## src/rtl/exception_sequencer_pkg.sv

```systemverilog
// Shared definitions for the exception sequencer: cause codes, state encoding
// and the exception vector base address.
package exception_sequencer_pkg;

   localparam logic [1:0] CAUSE_NONE     = 2'b00;
   localparam logic [1:0] CAUSE_OPCODE   = 2'b01;
   localparam logic [1:0] CAUSE_OVERFLOW = 2'b10;
   localparam logic [1:0] CAUSE_DIV_ZERO = 2'b11;

   localparam logic [7:0] EXC_VECTOR_BASE = 8'd252;

   typedef enum logic [2:0] {
      ST_IDLE     = 3'd0,
      ST_SAVE_EPC = 3'd1,
      ST_MEM_READ = 3'd2,
      ST_MEM_WAIT = 3'd3,
      ST_LOAD_PC  = 3'd4,
      ST_DONE     = 3'd5
   } exc_state_e;

   // Vector bytes sit at the top of the byte space (253..255), so base+cause never wraps.
   function automatic logic [7:0] vector_addr(input logic [1:0] cause);
      if (cause == CAUSE_NONE) return 8'd0;
      return EXC_VECTOR_BASE + {6'd0, cause};
   endfunction

endpackage

```

## src/rtl/exception_sequencer_prio.sv

```systemverilog
// Combinational priority encoder: opcode error beats divide-by-zero, which beats
// a qualified overflow.
module exc_priority_encoder
   import exception_sequencer_pkg::*;
(
   input  logic       opcode_error,
   input  logic       div_zero,
   input  logic       overflow,
   input  logic       allow_exception,
   output logic [1:0] cause
);

   always_comb begin
      cause = CAUSE_NONE;
      if (opcode_error)                    cause = CAUSE_OPCODE;
      else if (div_zero)                   cause = CAUSE_DIV_ZERO;
      else if (overflow && allow_exception) cause = CAUSE_OVERFLOW;
   end

endmodule

```

## src/rtl/exception_sequencer.sv

```systemverilog
// Exception entry sequencer: saves PC-4 to EPC, fetches the handler address
// byte from the cause vector and loads it into PC while stalling the control unit.
//
//   state    | meaning
//   ---------+---------------------------------------------------
//   IDLE     | waiting for a qualified exception flag
//   SAVE_EPC | ALU computes PC-4, EPC loads it
//   MEM_READ | memory address forced to vector, read issued
//   MEM_WAIT | read held for the one-cycle memory latency
//   LOAD_PC  | PC loads the zero-extended vector byte
//   DONE     | one-cycle completion pulse, stall released
module exception_sequencer
   import exception_sequencer_pkg::*;
(
   input  logic       Clock,
   input  logic       Reset,
   input  logic       OPCode_Error,
   input  logic       Overflow,
   input  logic       AllowException,
   input  logic       Div_Zero,
   output logic       Exception_Signal,
   output logic       EPC_Write,
   output logic       ALU_PC_Minus4,
   output logic       Exc_Mem_Read,
   output logic [7:0] Exc_Vector_Addr,
   output logic       PC_Write_Exc,
   output logic       Exc_Done,
   output logic [1:0] Exc_Cause
);

   exc_state_e state_q, state_d;
   logic [1:0] cause_q, cause_d;
   logic [1:0] enc_cause;

   exc_priority_encoder u_prio (
      .opcode_error    (OPCode_Error),
      .div_zero        (Div_Zero),
      .overflow        (Overflow),
      .allow_exception (AllowException),
      .cause           (enc_cause)
   );

   always_ff @(posedge Clock) begin
      if (Reset) begin
         state_q <= ST_IDLE;
         cause_q <= CAUSE_NONE;
      end else begin
         state_q <= state_d;
         cause_q <= cause_d;
      end
   end

   // Flags are only looked at in IDLE; anything arriving mid-sequence is dropped.
   always_comb begin
      state_d = state_q;
      cause_d = cause_q;
      case (state_q)
         ST_IDLE: begin
            if (enc_cause != CAUSE_NONE) begin
               state_d = ST_SAVE_EPC;
               cause_d = enc_cause;
            end
         end
         ST_SAVE_EPC: state_d = ST_MEM_READ;
         ST_MEM_READ: state_d = ST_MEM_WAIT;
         ST_MEM_WAIT: state_d = ST_LOAD_PC;
         ST_LOAD_PC:  state_d = ST_DONE;
         ST_DONE:     state_d = ST_IDLE;
         default:     state_d = ST_IDLE;
      endcase
   end

   always_comb begin
      Exception_Signal = 1'b0;
      EPC_Write        = 1'b0;
      ALU_PC_Minus4    = 1'b0;
      Exc_Mem_Read     = 1'b0;
      PC_Write_Exc     = 1'b0;
      Exc_Done         = 1'b0;
      case (state_q)
         ST_SAVE_EPC: begin
            Exception_Signal = 1'b1;
            EPC_Write        = 1'b1;
            ALU_PC_Minus4    = 1'b1;
         end
         ST_MEM_READ, ST_MEM_WAIT: begin
            Exception_Signal = 1'b1;
            Exc_Mem_Read     = 1'b1;
         end
         ST_LOAD_PC: begin
            Exception_Signal = 1'b1;
            PC_Write_Exc     = 1'b1;
         end
         ST_DONE:  Exc_Done = 1'b1;
         default: ;
      endcase
   end

   assign Exc_Vector_Addr = vector_addr(cause_q);
   assign Exc_Cause       = cause_q;

endmodule

```

## config.mk

```make
export PLATFORM = sky130hd
export DESIGN_NAME = exception_sequencer
export DESIGN_NICKNAME = d
export VERILOG_FILES = /design/src/rtl/exception_sequencer_pkg.sv /design/src/rtl/exception_sequencer_prio.sv /design/src/rtl/exception_sequencer.sv
export SDC_FILE = /design/constraint.sdc
export NUM_CORES = 1
export LEC_CHECK = 0
export BUFFER_PORTS_ARGS = -buffer_cell sky130_fd_sc_hd__buf_2
export CELL_PAD_IN_SITES_DETAIL_PLACEMENT = 0
export CELL_PAD_IN_SITES_GLOBAL_PLACEMENT = 1
export CORE_AREA = 2 2 39 41
export CTS_CLUSTER_DIAMETER = 40
export CTS_CLUSTER_SIZE = 30
export DETAILED_ROUTE_END_ITERATION = 16
export DIE_AREA = 0 0 41 43
export GPL_ROUTABILITY_DRIVEN = 0
export HOLD_SLACK_MARGIN = 0.05
export PLACE_DENSITY_LB_ADDON = 0.1
export SLEW_MARGIN = 20
export SYNTH_ARGS = -nofsm -noshare
export SYNTH_HDL_FRONTEND = slang
export SYNTH_SLANG_ARGS = --single-unit
```

## constraint.sdc

```tcl
create_clock -name Clock -period 1.75 [get_ports Clock]
set_input_delay 0.35 -clock Clock [delete_from_list [all_inputs] [get_ports Clock]]
set_output_delay 0.35 -clock Clock [all_outputs]
set_load 0.05 [all_outputs]
```

==> metrics.md, run 1 <==
| Metric | Value |
|---|---|
| Run status | finished clean |
| Largest family of logic cells by synthesized area | buffers and inverters |
| Hpwl dp | 534 um |
| Simple-gate share of the synthesized area | 0.223 |
| Routed vias | 308 |
| Routed WL per cell | 9.76 um |
| Min Clock Period, post-route | 1.67 ns |
| Synth Area in Compound Gates | 0.215 |
| Multiplexer share of the synthesized area | 0 |
| Worst clock skew | 0.000317 ns |
| Critical-path top delay cell | dfxtp_1 |
| Num CTS Buffers | 3 |
| CP required | 1.40 ns |
| CTS tree | done |
| Longest Clk Path Bufs | 2 |
| Worst path arrival time | between 1 and 1.5 ns |
| H-Tree Level Count | 1 |
| Dpl cells | 64 |
| Syn nets | 44 |
| Max-slew headroom | 0.754 |
| Clk slew on worst S/H paths | 0.04 ns |
| Most frequent cells in the layout | buf_2 (21), dfxtp_1 (4), a21oi_1 (3), clkbuf_4 (3) |
| Root Buffer | clkbuf_4 |
| Synthesis-stage register bit count | 5 |
| DRC Markers | 0 |
| Xor-xnor portion of the synthesized cell area | 0.0255 |
| # rows | 14 |
| Worst vdd rail ir drop | 379 uV |
| RSZ-0062 raised after global routing | no |
| First-pass GRT wire length | between 900 and 1000 um |
| Critical Path Source Type | register |
| Total track usage | 0.0855 |
| Met2 routed WL | 301 um |
| Total Nets Final | 59 |
| Total of max-cap violations | 0 |
| Synth cell types | 23 |
| Met1 wire length | 269 um |
| Slew @ Worst Pin | 0.369 ns |
| Most common cell after layout, fill and taps aside | buf_2 |
| Largest net degree at the start of global routing | 10 |
| P_leak | 0.212 nW |
| Setup WS post-layout | ~0.08 ns |
| Number of vias per cell | 4.53 |
| Max-slew violation count | 0 |
| CORE AREA | 1380 um^2 |
| Cells after Synth | 38 |
| Top layer in use | met4 |
| TNS Setup | 0 ns |
| Final period utilization | 0.954 |
| Initial Util | 0.248 |
| Cts hold-fix bufs | 0 |
| Drt total wl | 664 um |
| Sequential element share of the synthesized area | 0.292 |
| Worst path max stage delay | 0.53 ns |
| Crit path max fanout | 9 |
| Synthesized area | ~340 um^2 |
| Family with the most delay on the worst path | flip-flops |
| HP Class | in2reg |
| Final Instance Count excl. Fillers | 68 |
| Crit. End Element | output port |
| Grt total ovfl | 0 |
| Yosys warning count | 0 |
| IO Count | 22 |
| Antenna violations before repair | 0 |
| Total Power | 632 uW |
| Layout cells sized above 1 | 0.615 |
| Power Dens Cells | 1480 nW/um^2 |
| Die width | just over 40 um |
| Area delta synth->final | 24.5% |
| Max Fclk | 599 MHz |
| Crit Path Category | reg2out |
| Worst path bufs/invs | 1 |
| Mean post-synth cell area | 9.02 um^2 |
| 1st-pass router iterations | 5 |
| DRT iter0 DRCs | 3 |
| WL met3 | 77 um |
| Diodes inserted | 0 |
| Post-DRT Antenna Nets | 0 |
| Clock sinks | 5 |
| Setup WS pre-CTS | about 0.32 ns |
| Setup-failing EPs final | 0 |
| Die area | 1760 um^2 |
| Die H | 43 um |
| Vias in the first global route | 243 |
| Clk Latency, worst-skew pair | roughly 0.24 ns |
| Fin. Hold Viols | 0 |
| IO Port Bufs | 21 |
| Crit-path cells | nor3b_2, buf_2 |
| Adder-Cell Fraction of Synth Area | 0 |
power breakdown:
| group | internal (mW) | switching (mW) |
|---|---|---|
| clock | 0.0863 | 0.0495 |
| combinational | 0.0785 | 0.262 |
| sequential | 0.129 | 0.0271 |
layer usage:
layer | global-route usage | vias up
met5 | 0 | -
met4 | 0.100 | 0
met3 | 0.0157 | 2
met2 | 0.103 | 20
met1 | 0.110 | 133
li1 | - | 153
through the flow:
| step | hold WS (ns) | cell area [um^2] | utilization |
|---|---|---|---|
| floorplan | 0.415 | 354 | - |
| global placement | 0.553 | 399 | 0.288 |
| detailed placement | 0.557 | 399 | 0.288 |
| CTS | 0.318 | 425 | 0.307 |
| global route | 0.325 | 427 | 0.308 |
| finish | 0.325 | 427 | 0.308 |
repair_timing:
action	4_1_cts	5_1_grt
gates resized for setup	0	1
endpoints found under the hold margin	0	0
buffers inserted	0	0
setup endpoints to repair	0	1
synth_stat cells (all sizes together):
library cell	n	area (um^2)
buf	9	72.6
dfxtp	5	100
a211oi	1	12.5
a31o	1	8.76
a21o	1	7.51
o21ai	1	5.00
a21oi	3	15.0
nor2	2	7.51
nor3	3	26.3
a2111oi	1	8.76
nor3b	2	20.0
a211o	1	8.76
o21a	1	7.51
clkbuf	2	7.51
xnor2	1	8.76
and3b	1	10.0
nor2b	1	6.26
inv	1	3.75
or2	1	6.26
flip-flops by register name, summed over array words and instances (netlist names):
signal,flops
Exc_Cause,2
state_q,3
cells by family (layout without fill, tap and decap cells):
| kind of cell | count (synthesis) | after routing |
|---|---|---|
| buffers and inverters | 12 | 26 |
| AOI/OAI and AO/OA | 10 | 10 |
| and+or+nand+nor | 10 | 10 |
| DFF | 5 | 5 |
| xor gates and xnor gates | 1 | 1 |
path summary, 6_finish.rpt:
kind         depth (start not counted)           end         start  slack [ns]
min reg2reg                          3  Exc_Cause[0]  Exc_Cause[0]        0.56
max reg2reg                          3  Exc_Cause[1]    state_q[2]        0.64
min                                  2  Exc_Cause[1]  OPCode_Error        0.33
max                                  2  PC_Write_Exc    state_q[2]        0.08
cell type report:
| type | instances | area, um^2 |
|---|---|---|
| fill | 155 | 957 |
| sequential | 5 | 101 |
| tap | 16 | 20.0 |
| timing repair buffer | 21 | 105 |
| clock buffer | 4 | 26.3 |
| inverter | 1 | 3.75 |
| multi-input combinational | 21 | 170 |
No activity file was read; power rests on OpenSTA's default activity.
==> run 2, diff against run 1 <==
--- a/config.mk
+++ b/config.mk
@@ -9,6 +9,7 @@
 export CELL_PAD_IN_SITES_DETAIL_PLACEMENT = 0
 export CELL_PAD_IN_SITES_GLOBAL_PLACEMENT = 1
 export CORE_AREA = 2 2 39 41
+export CTS_BUF_LIST = sky130_fd_sc_hd__clkbuf_16
 export CTS_CLUSTER_DIAMETER = 40
 export CTS_CLUSTER_SIZE = 30
 export DETAILED_ROUTE_END_ITERATION = 16
@@ -16,6 +17,7 @@
 export GPL_ROUTABILITY_DRIVEN = 0
 export HOLD_SLACK_MARGIN = 0.05
 export PLACE_DENSITY_LB_ADDON = 0.1
+export SKIP_LAST_GASP = 1
 export SLEW_MARGIN = 20
 export SYNTH_ARGS = -nofsm -noshare
 export SYNTH_HDL_FRONTEND = slang
==> metrics.md, run 2 (synthesized netlist as in run 1, its figures left out) <==
| Metric | Value |
|---|---|
| Run status | finished clean |
| First-pass GRT wire length | 1010 um (+5.8%) |
| HP Class | in2reg |
| H-Tree Level Count | 1 (unchanged) |
| Largest Register | state_q |
| Crit Path Category | reg2out |
| Setup-failing EPs final | 0 (unchanged) |
| Max-slew headroom | 0.720 (-0.0337) |
| Routed WL per cell | 10.1 um (+3.5%) |
| Critical Path Source Type | register |
| Post-CTS sizing | 0 (unchanged) |
| Clk slew on worst S/H paths | 0.03 ns (about the same) |
| CP required | 1.40 ns (about the same) |
| TNS Setup | 0 ns (unchanged) |
| Diodes inserted | 0 (unchanged) |
| CTS tree | done |
| Post-DRT Antenna Nets | 0 (unchanged) |
| Fin. Hold Viols | 0 (unchanged) |
| Clock sinks | 5 (unchanged) |
| Post-Layout Inst Area | 478 um^2 (+12%) |
| Area delta synth->final | 39.4% |
| Slew @ Worst Pin | 0.419 ns (+0.0505 ns) |
| Total Nets Final | 59 (unchanged) |
| Clk Latency, worst-skew pair | 0.23 ns (about the same) |
| 1st-pass router iterations | 3 (-2) |
| Initial Util | 0.248 (unchanged) |
| Family with the most delay on the worst path | flip-flops |
| Number of vias per cell | 4.50 (-0.65%) |
| Drt total wl | 687 um (+3.5%) |
| Num CTS Buffers | 3 (unchanged) |
| IO Port Bufs | 21 (unchanged) |
| WHS | 0.344 ns (+0.0187 ns) |
| Crit. End Element | output port |
| Longest Clk Path Bufs | 2 (unchanged) |
| Placed inst area | 399 um^2 (unchanged) |
| Hpwl dp | 534 um (unchanged) |
| Power Dens Cells | 1820 nW/um^2 (+23%) |
| Max-slew violation count | 0 (unchanged) |
| Most frequent cells in the layout | buf_2 (21), dfxtp_1 (5), a21oi_1 (3), clkbuf_16 (3) |
| Crit path max fanout | 9 (unchanged) |
| Critical-path top delay cell | dfxtp_1 |
| Cts hold-fix bufs | 0 (unchanged) |
| Routed vias | 306 (-0.65%) |
| CORE AREA | 1380 um^2 (unchanged) |
| Crit-path cells | nor2b_1, buf_2 |
| Final period utilization | 0.944 (-0.0106) |
| DRT iter0 DRCs | 3 (unchanged) |
| Worst path arrival time | 1.30 ns (-0.02 ns) |
| Worst path bufs/invs | 1 (unchanged) |
| Grt total ovfl | 0 (unchanged) |
| Die H | 43 um (unchanged) |
| P_leak | 0.239 nW (+13%) |
| Largest net degree at the start of global routing | 10 (unchanged) |
| IO Count | 22 (unchanged) |
| Antenna violations before repair | 0 (unchanged) |
| Max reg flops | 3 (unchanged) |
| Layout cells sized above 1 | 0.596 (-0.0192) |
| Total track usage | 0.0895 (+0.00402) |
| Total of max-cap violations | 0 (unchanged) |
| Worst clock skew | 0.000788 ns (+0.000471 ns) |
| Postcts setup bufs | 0 (unchanged) |
| Vias in the first global route | 258 (+6.2%) |
| DRC Markers | 0 (unchanged) |
| Most common cell after layout, fill and taps aside | buf_2 |
| Die area | 1760 um^2 (unchanged) |
| Root Buffer | clkbuf_16 |
| Max Fclk | 606 MHz (+1.1%) |
| Die width | 41 um (unchanged) |
| # rows | 14 (unchanged) |
| RSZ-0062 raised after global routing | no |
| Min Clock Period, post-route | 1.65 ns (-0.0185 ns) |
| Worst vdd rail ir drop | 637 uV (+68%) |
| Worst path max stage delay | 0.57 ns (+0.04 ns) |
## run 2: cell types whose count changed in the layout (fill, tap and decap cells not counted), sizes merged
cell	previous run	this run
inv	1	2
clkbuf	4	3
## run 2: worst paths after layout
check,from,end,slack (ns),cells after the start
worst max-delay path,state_q[1],Exc_Mem_Read,0.1,2
worst min-delay path,OPCode_Error,Exc_Cause[1],0.34,2
worst max register to register,state_q[1],Exc_Cause[0],0.64,3
worst min register to register,Exc_Cause[0],Exc_Cause[0],0.56,3
## run 2: layout make-up
cell class | count | area, um^2
inverter | 1 | 3.75
fill | 150 | 906
tap | 16 | 20.0
multi-input combinational | 21 | 170
sequential | 5 | 100
timing repair buffer | 21 | 105
clock inverter | 1 | 3.75
clock buffer | 3 | 75.1
## run 2: through the flow
stage / setup slack [ns] / cells / total power [mW] / util
5_1_grt: 0.0228 / 68 / 0.904 / 0.345
3_5_place_dp: 0.323 / 64 / 0.500 / 0.288
2_1_floorplan: 0.0915 / 38 / 0.482 / -
4_1_cts: 0.0827 / 68 / 0.876 / 0.345
3_3_place_gp: 0.361 / 64 / 0.498 / 0.288
6_report: 0.0987 / 68 / 0.868 / 0.345
## run 2: metal layers
layer,vias up,part of all wire,GRT usage
li1,155,-,-
met1,131,0.41,0.110
met2,18,0.44,0.116
met3,2,0.12,0.0314
met4,0,0.023,0.0800
met5,-,0,0
## run 2: power breakdown
group	internal [mW]	total [mW]	leakage (nW)	switching, mW
Clock	0.296	0.372	0.0423	0.0761
Combinational	0.0784	0.340	0.156	0.262
Sequential	0.129	0.156	0.0414	0.0272
Total	0.503	0.868	0.239	0.365
==> run 3, diff against run 2 <==
==> constraint.sdc (replaced) <==
create_clock -name Clock -period 1.75 [get_ports Clock]
set_input_delay 0.35 -clock Clock [delete_from_list [all_inputs] [get_ports Clock]]
set_output_delay 0.35 -clock Clock [all_outputs]
set_load 0.005 [all_outputs]
==> metrics.md, run 3 (synthesized netlist as in run 1, its figures left out) <==
| Metric | Value |
|---|---|
| DRT iter0 DRCs | 5 (+2) |
| Total Nets Final | 59 (unchanged) |
| P_leak | 0.236 nW (-1.3%) |
| Power Dens Cells | 1390 nW/um^2 (-23%) |
| Run status | finished clean |
| First-pass GRT wire length | 1120 um (+11%) |
| GRT busiest layer | met2 |
| Worst path bufs/invs | 1 (unchanged) |
| Crit path max fanout | 8 (-1) |
| Worst setup path end | EPC_Write |
| 1st-pass router iterations | 2 (-1) |
| Register area | 100 um^2 (unchanged) |
| RSZ-0062 raised after global routing | no |
| Largest Register | state_q |
| H-Tree Level Count | 1 (unchanged) |
| Max reg flops | 3 (unchanged) |
| Layout cells sized above 1 | 0.577 (-0.0192) |
| Crit. End Element | output port |
| Total track usage | 0.0995 (+0.00996) |
| Most frequent cells in the layout | buf_2 (21), dfxtp_1 (5), a21oi_1 (3), clkbuf_16 (3) |
| Diodes inserted | 0 (unchanged) |
| # rows | 14 (unchanged) |
| Die H | 43 um (unchanged) |
| Critical-path top delay cell | dfxtp_1 |
| Reg2reg path depth | 3 (unchanged) |
| Family with the most delay on the worst path | flip-flops |
| R2r setup slk | 0.67 ns (+0.03 ns) |
| Post-DRT Antenna Nets | 0 (unchanged) |
| Die area | 1760 um^2 (unchanged) |
| Final period utilization | 0.852 (-0.0920) |
| Routed vias | 311 (+1.6%) |
| Root Buffer | clkbuf_16 |
| Worst path max stage delay | 0.50 ns (-0.07 ns) |
| Longest Clk Path Bufs | 2 (unchanged) |
| HP Class | in2reg |
| Initial Util | 0.248 (unchanged) |
| Worst vdd rail ir drop | 689 uV (+8.1%) |
| Crit-path cells | nor3b_1, buf_2 |
| Clk slew on worst S/H paths | 0.03 ns (about the same) |
| Fill count | 160 (+6.7%) |
| Setup WS pre-CTS | 0.490 ns (+0.167 ns) |
| Postcts setup bufs | 0 (unchanged) |
| Worst path arrival time | 1.14 ns (-0.16 ns) |
| Worst clock skew | 0.000896 ns (+0.000108 ns) |
| IO Port Bufs | 21 (unchanged) |
| Number of vias per cell | 4.57 (+1.6%) |
| Setup WS post-layout | 0.260 ns (+0.161 ns) |
| Met1 GRT Util | 0.100 (-0.0100) |
| Max-slew violation count | 0 (unchanged) |
| Num CTS Buffers | 3 (unchanged) |
| Max Fclk | 671 MHz (+11%) |
| Reg-to-Reg End | Exc_Cause[1] |
| Drt total wl | 697 um (+1.5%) |
| Grt total ovfl | 0 (unchanged) |
| Post-CTS sizing | 0 (unchanged) |
| Cts hold-fix bufs | 0 (unchanged) |
| Grt met3 use | 0.0785 (+0.0471) |
| Vias in the first global route | 269 (+4.3%) |
| R2R Path Start | state_q[2] |
| Area of the multi-input gates | 159 um^2 (-6.6%) |
| Most common cell after layout, fill and taps aside | buf_2 |
| CP required | 1.40 ns (about the same) |
| CORE AREA | 1380 um^2 (unchanged) |
| Antenna violations before repair | 0 (unchanged) |
| WP depth | 2 (unchanged) |
| Clk Latency, worst-skew pair | 0.22 ns (about the same) |
| Slew @ Worst Pin | 0.349 ns (-0.0697 ns) |
| Area delta synth->final | 36.1% |
| Crit path from | state_q[0] |
| DRC Markers | 0 (unchanged) |
| GRT met2 Usage | 0.156 (+0.0406) |
| IO Count | 22 (unchanged) |
| Min Clock Period, post-route | 1.49 ns (-0.161 ns) |
| Largest net degree at the start of global routing | 10 (unchanged) |
| TNS Setup | 0 ns (unchanged) |
| Die width | 41 um (unchanged) |
| Critical Path Source Type | register |
| Total of max-cap violations | 0 (unchanged) |
| Routed WL per cell | 10.3 um (+1.5%) |
| Max-slew headroom | 0.761 (+0.0408) |
| CTS tree | done |
| Setup-failing EPs final | 0 (unchanged) |
| Hpwl dp | 537 um (+0.54%) |
| Crit Path Category | reg2out |
| Clock sinks | 5 (unchanged) |
| Fin. Hold Viols | 0 (unchanged) |
==> run 3: worst min-delay path by stage <==
stage	startpoint	to	slack [ns]	cells after the start
finish	OPCode_Error	Exc_Cause[1]	0.35	2
global route	OPCode_Error	Exc_Cause[1]	0.36	2
CTS	OPCode_Error	Exc_Cause[1]	0.35	2
detailed placement	Exc_Cause[0]	Exc_Cause[0]	0.56	3
global placement	Exc_Cause[0]	Exc_Cause[0]	0.55	3
floorplan	Reset	Exc_Cause[1]	0.41	1
==> run 3: area by class of cell <==
type | instances | area share
multi-input combinational | 21 | 0.340
timing repair buffer | 21 | 0.225
sequential | 5 | 0.214
clock buffer | 3 | 0.161
tap | 16 | 0.0429
clock inverter | 1 | 0.00804
inverter | 1 | 0.00804
==> run 3: per-stage QoR <==
| step | total power, mW | instance area [um^2] | util | hold WS (ns) | std cells |
|---|---|---|---|---|---|
| finish | 0.649 | 467 | 0.337 | 0.349 | 68 |
| floorplan | 0.270 | 343 | - | 0.415 | 38 |
| CTS | 0.656 | 467 | 0.337 | 0.349 | 68 |
| detailed placement | 0.289 | 388 | 0.280 | 0.558 | 64 |
| global placement | 0.289 | 388 | 0.280 | 0.555 | 64 |
| global route | 0.694 | 467 | 0.337 | 0.359 | 68 |
==> run 3: where the power goes <==
| part | switching, mW | internal (mW) | total, mW |
|---|---|---|---|
| sequential | 0.0251 | 0.129 | 0.154 |
| clock | 0.0691 | 0.295 | 0.364 |
| combinational | 0.0577 | 0.0727 | 0.130 |
==> run 3: per-layer routing <==
| metal | up-vias | share of wire |
|---|---|---|
| li1 | 152 | - |
| met1 | 138 | 0.39 |
| met2 | 21 | 0.49 |
| met3 | 0 | 0.12 |
| met4 | 0 | 0 |
| met5 | - | 0 |
